`src/rtl/keypad_scanner.sv`:
```
// -----------------------------------------------------------------------------
// keypad_scanner
//
// Scan controller for a 4x4 keypad matrix. Drives the active-low row lines one
// at a time, synchronises the active-low column returns, debounces over whole
// scan frames and hands one hex key code per press to the consumer.
//
// Parameters
//   SCAN_DIV        cycles each row is driven (dwell), min 4
//   DEBOUNCE_FRAMES consecutive identical frames to confirm press/release, min 1
//
// Ports
//   clk        in   system clock
//   rst        in   asynchronous active-high reset
//   col[3:0]   in   raw column returns, active-low, asynchronous to clk
//   row[3:0]   out  row drive, active-low one-cold
//   key[3:0]   out  confirmed key code, stable while key_valid=1
//   key_valid  out  new key available, held until acknowledged
//   key_ack    in   consumer acknowledge
//   key_held   out  a debounced key is currently pressed
//   overrun    out  one-cycle pulse: press confirmed while key_valid was 1
//
// Handshake: key_valid/key rise together when a press is confirmed and hold
// until a cycle with key_ack=1 while key_valid=1; that edge clears key_valid
// and leaves key unchanged. key_ack while key_valid=0 has no effect. When an
// ack and a confirm land on the same edge, the ack is consumed first and the
// new key is loaded with key_valid staying high (no overrun).
// -----------------------------------------------------------------------------
module keypad_scanner #(
    parameter int SCAN_DIV        = 1000,
    parameter int DEBOUNCE_FRAMES = 4
) (
    input  logic       clk,
    input  logic       rst,
    input  logic [3:0] col,
    output logic [3:0] row,
    output logic [3:0] key,
    output logic       key_valid,
    input  logic       key_ack,
    output logic       key_held,
    output logic       overrun
);

    localparam int DW = $clog2(SCAN_DIV);
    localparam int CW = $clog2(DEBOUNCE_FRAMES + 1);

    localparam logic [DW-1:0] DWELL_LAST = DW'(SCAN_DIV - 1);
    localparam logic [DW-1:0] DWELL_ONE  = DW'(1);
    localparam logic [CW-1:0] CNT_MAX    = CW'(DEBOUNCE_FRAMES);
    localparam logic [CW-1:0] CNT_LAST   = CW'(DEBOUNCE_FRAMES - 1);
    localparam logic [CW-1:0] CNT_ONE    = CW'(1);

    typedef enum logic [1:0] {
        IDLE       = 2'd0,
        DB_PRESS   = 2'd1,
        PRESSED    = 2'd2,
        DB_RELEASE = 2'd3
    } state_e;

    // Team keypad code map, indexed by {row, col}.
    function automatic logic [3:0] code_map(input logic [1:0] r, input logic [1:0] c);
        logic [3:0] code;
        code = 4'h0;
        case ({r, c})
            4'h0: code = 4'h1;
            4'h1: code = 4'h2;
            4'h2: code = 4'h3;
            4'h3: code = 4'hA;
            4'h4: code = 4'h4;
            4'h5: code = 4'h5;
            4'h6: code = 4'h6;
            4'h7: code = 4'hB;
            4'h8: code = 4'h7;
            4'h9: code = 4'h8;
            4'hA: code = 4'h9;
            4'hB: code = 4'hC;
            4'hC: code = 4'hE;
            4'hD: code = 4'h0;
            4'hE: code = 4'hF;
            4'hF: code = 4'hD;
            default: code = 4'h0;
        endcase
        return code;
    endfunction

    // ---------------------------------------------------------------- sync
    logic [3:0] col_meta_q;
    logic [3:0] col_s_q;

    // Reset to "no column pulled low" so nothing looks pressed after reset.
    always_ff @(posedge clk or posedge rst) begin
        if (rst) begin
            col_meta_q <= 4'hF;
            col_s_q    <= 4'hF;
        end else begin
            col_meta_q <= col;
            col_s_q    <= col_meta_q;
        end
    end

    // ---------------------------------------------------------------- scan
    logic [DW-1:0] dwell_q;
    logic [1:0]    row_idx_q;
    logic          found_q;     // a hit already recorded earlier in this frame
    logic [3:0]    code_q;      // code of that earliest hit

    logic       sample_en;
    logic       frame_end;
    logic       row_hit;
    logic [1:0] low_col;
    logic       frame_found;
    logic [3:0] frame_code;

    always_comb begin
        sample_en = (dwell_q == DWELL_LAST);
        frame_end = sample_en && (row_idx_q == 2'd3);
        row_hit   = (col_s_q != 4'hF);
        // Descending loop leaves the lowest low column index.
        low_col   = 2'd0;
        for (int c = 3; c >= 0; c--) begin
            if (!col_s_q[c]) begin
                low_col = 2'(c);
            end
        end
        // An earlier row always wins over the row being sampled now.
        frame_found = found_q || row_hit;
        frame_code  = found_q ? code_q : code_map(row_idx_q, low_col);
    end

    always_ff @(posedge clk or posedge rst) begin
        if (rst) begin
            dwell_q   <= '0;
            row_idx_q <= 2'd0;
            found_q   <= 1'b0;
            code_q    <= 4'h0;
        end else if (sample_en) begin
            dwell_q   <= '0;
            row_idx_q <= row_idx_q + 2'd1;
            // Accumulator empties at frame end so the next frame starts fresh.
            found_q   <= frame_found && !frame_end;
            code_q    <= frame_code;
        end else begin
            dwell_q   <= dwell_q + DWELL_ONE;
        end
    end

    assign row = ~(4'b0001 << row_idx_q);

    // ---------------------------------------------------------------- fsm
    state_e        state_q;
    logic [CW-1:0] cnt_q;
    logic [CW-1:0] cnt_inc;
    logic [3:0]    cand_q;
    logic [3:0]    key_q;
    logic          key_valid_q;
    logic          key_held_q;
    logic          overrun_q;

    logic ack_take;
    logic do_confirm;

    always_comb begin
        cnt_inc    = (cnt_q == CNT_MAX) ? cnt_q : cnt_q + CNT_ONE;
        ack_take   = key_ack && key_valid_q;
        // Confirm on the frame that completes the run of identical presses.
        do_confirm = frame_end && frame_found &&
                     (((state_q == IDLE) && (DEBOUNCE_FRAMES == 1)) ||
                      ((state_q == DB_PRESS) && (frame_code == cand_q) &&
                       (cnt_q == CNT_LAST)));
    end

    always_ff @(posedge clk or posedge rst) begin
        if (rst) begin
            state_q     <= IDLE;
            cnt_q       <= '0;
            cand_q      <= 4'h0;
            key_q       <= 4'h0;
            key_valid_q <= 1'b0;
            key_held_q  <= 1'b0;
            overrun_q   <= 1'b0;
        end else begin
            overrun_q <= 1'b0;
            if (ack_take) begin
                key_valid_q <= 1'b0;
            end
            if (frame_end) begin
                case (state_q)
                    IDLE: begin
                        if (frame_found) begin
                            cand_q  <= frame_code;
                            cnt_q   <= CNT_ONE;
                            state_q <= DB_PRESS;
                        end
                    end
                    DB_PRESS: begin
                        if (!frame_found) begin
                            state_q <= IDLE;
                        end else if (frame_code == cand_q) begin
                            cnt_q <= cnt_inc;
                        end else begin
                            cand_q <= frame_code;
                            cnt_q  <= CNT_ONE;
                        end
                    end
                    PRESSED: begin
                        // Any press, even a different key, keeps us here.
                        if (!frame_found) begin
                            if (DEBOUNCE_FRAMES == 1) begin
                                state_q    <= IDLE;
                                key_held_q <= 1'b0;
                            end else begin
                                state_q <= DB_RELEASE;
                                cnt_q   <= CNT_ONE;
                            end
                        end
                    end
                    DB_RELEASE: begin
                        if (frame_found) begin
                            state_q <= PRESSED;
                        end else if (cnt_q == CNT_LAST) begin
                            state_q    <= IDLE;
                            key_held_q <= 1'b0;
                        end else begin
                            cnt_q <= cnt_inc;
                        end
                    end
                    default: state_q <= IDLE;
                endcase

                // Placed after the case so it overrides the IDLE/DB_PRESS moves
                // and, when the ack is taken on this edge, the key_valid clear.
                if (do_confirm) begin
                    state_q    <= PRESSED;
                    key_held_q <= 1'b1;
                    if (!key_valid_q || ack_take) begin
                        key_q       <= frame_code;
                        key_valid_q <= 1'b1;
                    end else begin
                        overrun_q <= 1'b1;
                    end
                end
            end
        end
    end

    assign key       = key_q;
    assign key_valid = key_valid_q;
    assign key_held  = key_held_q;
    assign overrun   = overrun_q;

endmodule

```
`config.mk`:
```
export PLATFORM = sky130hd
export DESIGN_NAME = keypad_scanner
export DESIGN_NICKNAME = d
export VERILOG_FILES = /design/src/rtl/keypad_scanner.sv
export SDC_FILE = /design/constraint.sdc
export NUM_CORES = 1
export LEC_CHECK = 0
export CORE_MARGIN = 3
export CORE_UTILIZATION = 60
export CTS_BUF_LIST = sky130_fd_sc_hd__clkbuf_4 sky130_fd_sc_hd__clkbuf_8
export DETAILED_ROUTE_END_ITERATION = 8
export PLACE_DENSITY = 0.89
export SETUP_SLACK_MARGIN = 0.2
export SLEW_MARGIN = 30
export SYNTH_ARGS = -nofsm -noshare
export SYNTH_HDL_FRONTEND = slang
export SYNTH_SLANG_ARGS = --single-unit
```
`constraint.sdc`:
```
create_clock -name clk -period 5.3 [get_ports clk]
set_input_delay 1.06 -clock clk [delete_from_list [all_inputs] [get_ports clk]]
set_output_delay 1.06 -clock clk [all_outputs]
set_load 0.05 [all_outputs]
```
==> results of run 1 <==
[critical path, stage by stage, from the launching register on]
cell and delay, ps:
dfrtp_1 570, inv_2 140, ha_1 220, inv_1 50, clkdlybuf4s50_1 790
[cell usage after synthesis (3+ instances only)]
library cell / count
dfrtp_1: 33
nand2_1: 24
inv_1: 17
nor2_1: 17
ha_1: 13
o21ai_0: 11
nand3_1: 9
a21oi_1: 8
dfstp_2: 8
nand2b_1: 8
mux2_1: 6
xnor2_1: 6
a31oi_1: 4
clkbuf_1: 3
o31ai_1: 3
xor2_1: 3
[worst paths after layout]
path	to	slack (ps)
max	row[0]	2180
min reg2reg	col_s_q[1]	350
min in group asynchronous	row_idx_q[1]	1180
max in group asynchronous	col_s_q[0]	3750
max reg2reg	cand_q[2]	2320
min	col_s_q[1]	350
[metal layers]
metal	track usage [%]	share of wire, %	vias to the layer above
li1	-	-	829
met1	28.4	43	856
met2	39.4	51	34
met3	5.49	4.0	9
met4	10.4	1.7	0
met5	0	0	-
[sequential cells by signal (all words and copies together), names as in the netlist]
name	count
col_s_q	4
cand_q	4
col_meta_q	4
code_q	4
cnt_q	3
state_q	2
found_q	1
key_valid	1
key	4
overrun	1
row_idx_q	2
dwell_q	10
key_held	1
[logic make-up (layout without fill, tap and decap cells)]
family / count (synthesis) / count (layout) / synth area share, %
adders and majority gates: 13 / 13 / 7.17
DFF: 41 / 41 / 45.7
AOI/OAI and AO/OA: 46 / 46 / 14.9
buffers and inverters: 23 / 45 / 4.19
and+or+nand+nor: 82 / 82 / 20.1
muxes: 9 / 9 / 4.41
xor gates and xnor gates: 9 / 9 / 3.48
[final cells by class]
type,instances,area [um2]
Clock inverter,1,30.0
Timing Repair Buffer,19,185
Sequential cell,41,1040
Fill cell,243,892
Clock buffer,7,90.1
Multi-Input combinational cell,159,1140
Tap cell,46,57.6
Inverter,18,67.6
[power by group]
group | internal, mW | switching, mW | leakage (nW)
logic | 0.0124 | 0.0194 | 0.543
registers | 0.318 | 0.00286 | 0.526
clock network | 0.159 | 0.106 | 0.0619
[per-stage QoR]
step                cells  util [%]  total power [mW]  hold WS [ps]
finish                291      74.5             0.618           350
global route          291      74.5             0.639           365
CTS                   291      74.5             0.621           360
detailed placement    283      71.0             0.359           349
global placement      283      71.0             0.358           346
floorplan             223         -             0.348           345
==> impl_metrics.toml, run 1 <==
[sta]
fmax_ghz = 0.321
worst_pin_slew_ps = 596
rsz0062_at_grt = "false"
fin_setup_tns_ps = 0
drv_slew = 0
relSlewSlack_pct = 59.7
period_needed_ps = 3120
fin_crit_sh_pct = 58.8
setup_violations = 0
final-hold-violation-count = 0
layout_setup_ws_ps = 2180
fin_skew_ps = 9.04

[yosys]
synth.top_cells.by_area = "dfrtp_1, dfstp_2, ha_1, nand2_1, mux2_1"
syn-num-nets = 243
ys_ff_latch = 41
yosysSeqAreaShare_pct = 45.7
async_flop_share_pct = 100
avgSynthCellArea_um2 = 10.2
synth_top_area_cell = "dfrtp_1"
yosysWarnings = 0
synth_top_area_share_pct = 36.4
synth_cells = 223
netlist_area_um2 = 2270
yosysUniqueCellTypes = 56
synth-main-ff-cell = "dfrtp_1"
synth_edf_count = 0

[clock_tree]
cts-root-buf = "clkbuf_8"
cts_htree_levels = 2
cts.clk_slew.worst_paths_ps = 80
cts_buffers = 5
cts_tree = "done"
post_cts_resized = 0
cts_sinks = 41
cts_hold_buf = 0
cts_buffer_depth = 2
cts_setup_buffers = 0
clock_latency_ps = 300

[layout]
antenna_cells = 0
final_common_cell = "dfrtp_1"
mostFrequentLayoutCells = "dfrtp_1, nand2_1, inv_1, nor2_1, clkdlybuf4s50_1"
drive_gt1_share_pct = 14.3
syn2layout_area_growth_pct = 14.8
nets = 264
design_area_um2 = 2600

[route]
drc = 0
drt_first_pass_iters = 4
drt-initial-drc-count = 156
wirelength_um = 4490
wire_per_inst_um = 15.4
ant_nets = 0
routed-via-count = 1728
viasPerCell = 5.94

[place]
io_buffers = 17
dpl_cell_area_um2 = 2480
pre_cts_ws_ps = 2380
hpwl_um = 3190
globalplace.congestion = 0.800

[power_and_ir_drop]
p_leak_nw = 1.13
p_per_area_nw_per_um2 = 237
ir_worst_vdd_v = 0.000249

[global_routing]
grt_pass1_vias = 1716
antenna_found_initial = 0
grt_overflow = 0
track_usage_pct = 23.4
grt_pass1_wl_um = 7900
grt_max_degree = 42

[floorplanning]
core-area_um2 = 3490
start_util_pct = 64.9
ios = 18
core.rowCount = 21
dieArea_um2 = 4550
die_x_um = 67.5
die_h_um = 67.5

[critical_path]
startpoint_type = "register"
path_class = "register to primary output"
worstReg2RegStart = "col_s_q[2]"
cp.arrival_ps = 2060
required_ps = 4240
end_kind = "primary output"
ff2ff_path_depth = 11
cp-startpoint = "row_idx_q[0]"
cp_max_fo = 11

[flow_run]
max_cap_violations = 0

[hold_path]
hold_class = "register to register"
holdPathStages = 0
hold_start = "col_meta_q[1]"

[outcome]
status = "complete, no violations"
No activity file was read; power rests on OpenSTA's default activity.
==> inputs of run 2 (changes only) <==
==> constraint.sdc (replaced) <==
create_clock -name clk -period 3.2 [get_ports clk]
set_input_delay 0.64 -clock clk [delete_from_list [all_inputs] [get_ports clk]]
set_output_delay 0.64 -clock clk [all_outputs]
set_load 0.05 [all_outputs]
==> impl_metrics.toml, run 2 (same netlist as run 1, synthesis figures left out) <==
[global_routing]
grt_max_degree = 42
grt_pass1_wl_um = 7580
grt_overflow = 0
grt_pass1_vias = 1658
track_usage_pct = 22.6
antenna_found_initial = 0

[route]
routed-via-count = 1761
drt-initial-drc-count = 134
wirelength_um = 4750
ant_nets = 0
wire_per_inst_um = 16.2
drt_first_pass_iters = 5
viasPerCell = 6.01
drc = 0

[layout]
layoutNonFillerInstCount = 293
finish.utilization_pct = 76.1
syn2layout_area_growth_pct = 17.3
final_common_cell = "dfrtp_1"
drive_gt1_share_pct = 17.0
nets = 266
largest_register_ffs = 10
mostFrequentLayoutCells = "dfrtp_1, nand2_1, nor2_1, clkdlybuf4s50_1, inv_1"
antenna_cells = 0
n_fill_cell = 230
top_register = "dwell_q"

[place]
globalplace.congestion = 0.810
dpl.cell_count = 283
hpwl_um = 3280
pre_cts_ws_ps = 299
io_buffers = 17

[outcome]
status = "complete, no violations"

[sta]
final-hold-violation-count = 0
fmax_ghz = 0.348
fin_crit_sh_pct = 89.7
fin_setup_tns_ps = 0
setup_violations = 0
drv_slew = 0
relSlewSlack_pct = 57.6
period_needed_ps = 2870
rsz0062_at_grt = "false"
layout_setup_ws_ps = 329
fin_skew_ps = 5.86
worst_pin_slew_ps = 632

[power_and_ir_drop]
p_leak_nw = 1.15
ir_worst_vdd_v = 0.000315
power_uw = 958
p_per_area_nw_per_um2 = 360

[clock_tree]
cts_buffers = 5
cts_tree = "done"
cts-root-buf = "clkbuf_8"
cts.clk_slew.worst_paths_ps = 80
cts_htree_levels = 2
clock_latency_ps = 290
cts_buffer_depth = 2
cts_sinks = 41

[critical_path]
startpoint_type = "register"
cp.arrival_ps = 3050
ff2ff_path_depth = 9
required_ps = 3380
path_class = "register to register"
cp_max_fo = 9
end_kind = "register"

[floorplanning]
core.rowCount = 21
die_h_um = 67.5
dieArea_um2 = 4550
ios = 18
start_util_pct = 64.9
core-area_um2 = 3490
die_x_um = 67.5

[hold_path]
holdPathStages = 0
hold_class = "register to register"

[flow_run]
max_cap_violations = 0
## run 2: changes by cell type in the layout (fill, tap and decap cells not counted), sizes merged
cell,previous run,this run
buf,2,4
clkbuf,7,8
bufinv,1,0
## run 2: metrics by stage
stage	instance area, um2	hold slack [ps]
floorplan	2270	345
global placement	2480	347
detailed placement	2480	348
CTS	2580	358
global route	2660	362
finish	2660	357
## run 2: worst max-delay path, stage by stage (launching register included)
cell	delay [ps]
dfstp_2	620
nand3_1	190
ha_1	370
nand2b_4	60
and3_4	180
or3_4	400
a211oi_4	370
buf_4	170
a41oi_1	140
or2_1	260
## run 2: repair_timing
item | 4_1_cts | 5_1_grt
gates resized for setup | 0 | 10
hold buffers | 0 | 0
setup endpoints to repair | 0 | 7
setup buffers | 0 | 2
## run 2: power by group
| part | internal [mW] | switching, mW | leakage, nW |
|---|---|---|---|
| combinational | 0.0232 | 0.0368 | 0.572 |
| clock | 0.193 | 0.173 | 0.0523 |
| sequential | 0.527 | 0.00506 | 0.526 |
## run 2: metal layers
| metal | global-route usage [%] | vias to the layer above | share of wire, % |
|---|---|---|---|
| met2 | 37.1 | 46 | 52 |
| met5 | 0 | - | 0 |
| met3 | 6.16 | 18 | 4.4 |
| li1 | - | 826 | - |
| met1 | 27.3 | 871 | 41 |
| met4 | 10.6 | 0 | 3.3 |
## run 2: cell type report
| type | instances | area, um2 | area share [%] |
|---|---|---|---|
| inverters | 18 | 67.6 | 2.54 |
| clock buffers | 8 | 97.6 | 3.67 |
| flip-flops and latches | 41 | 1040 | 39.0 |
| well taps | 46 | 57.6 | 2.16 |
| multi-input cells | 159 | 1200 | 45.1 |
| repair buffers | 21 | 200 | 7.53 |
## run 2: path summary, 6_finish.rpt
check | startpoint | to | slack, ps
hold / removal | col_meta_q[0] | col_s_q[0] | 360
hold reg to reg | col_meta_q[0] | col_s_q[0] | 360
max in group asynchronous | rst | col_s_q[1] | 2070
setup reg to reg | col_s_q[1] | state_q[0] | 330
min in group asynchronous | rst | dwell_q[6] | 770
setup / recovery | col_s_q[1] | state_q[0] | 330
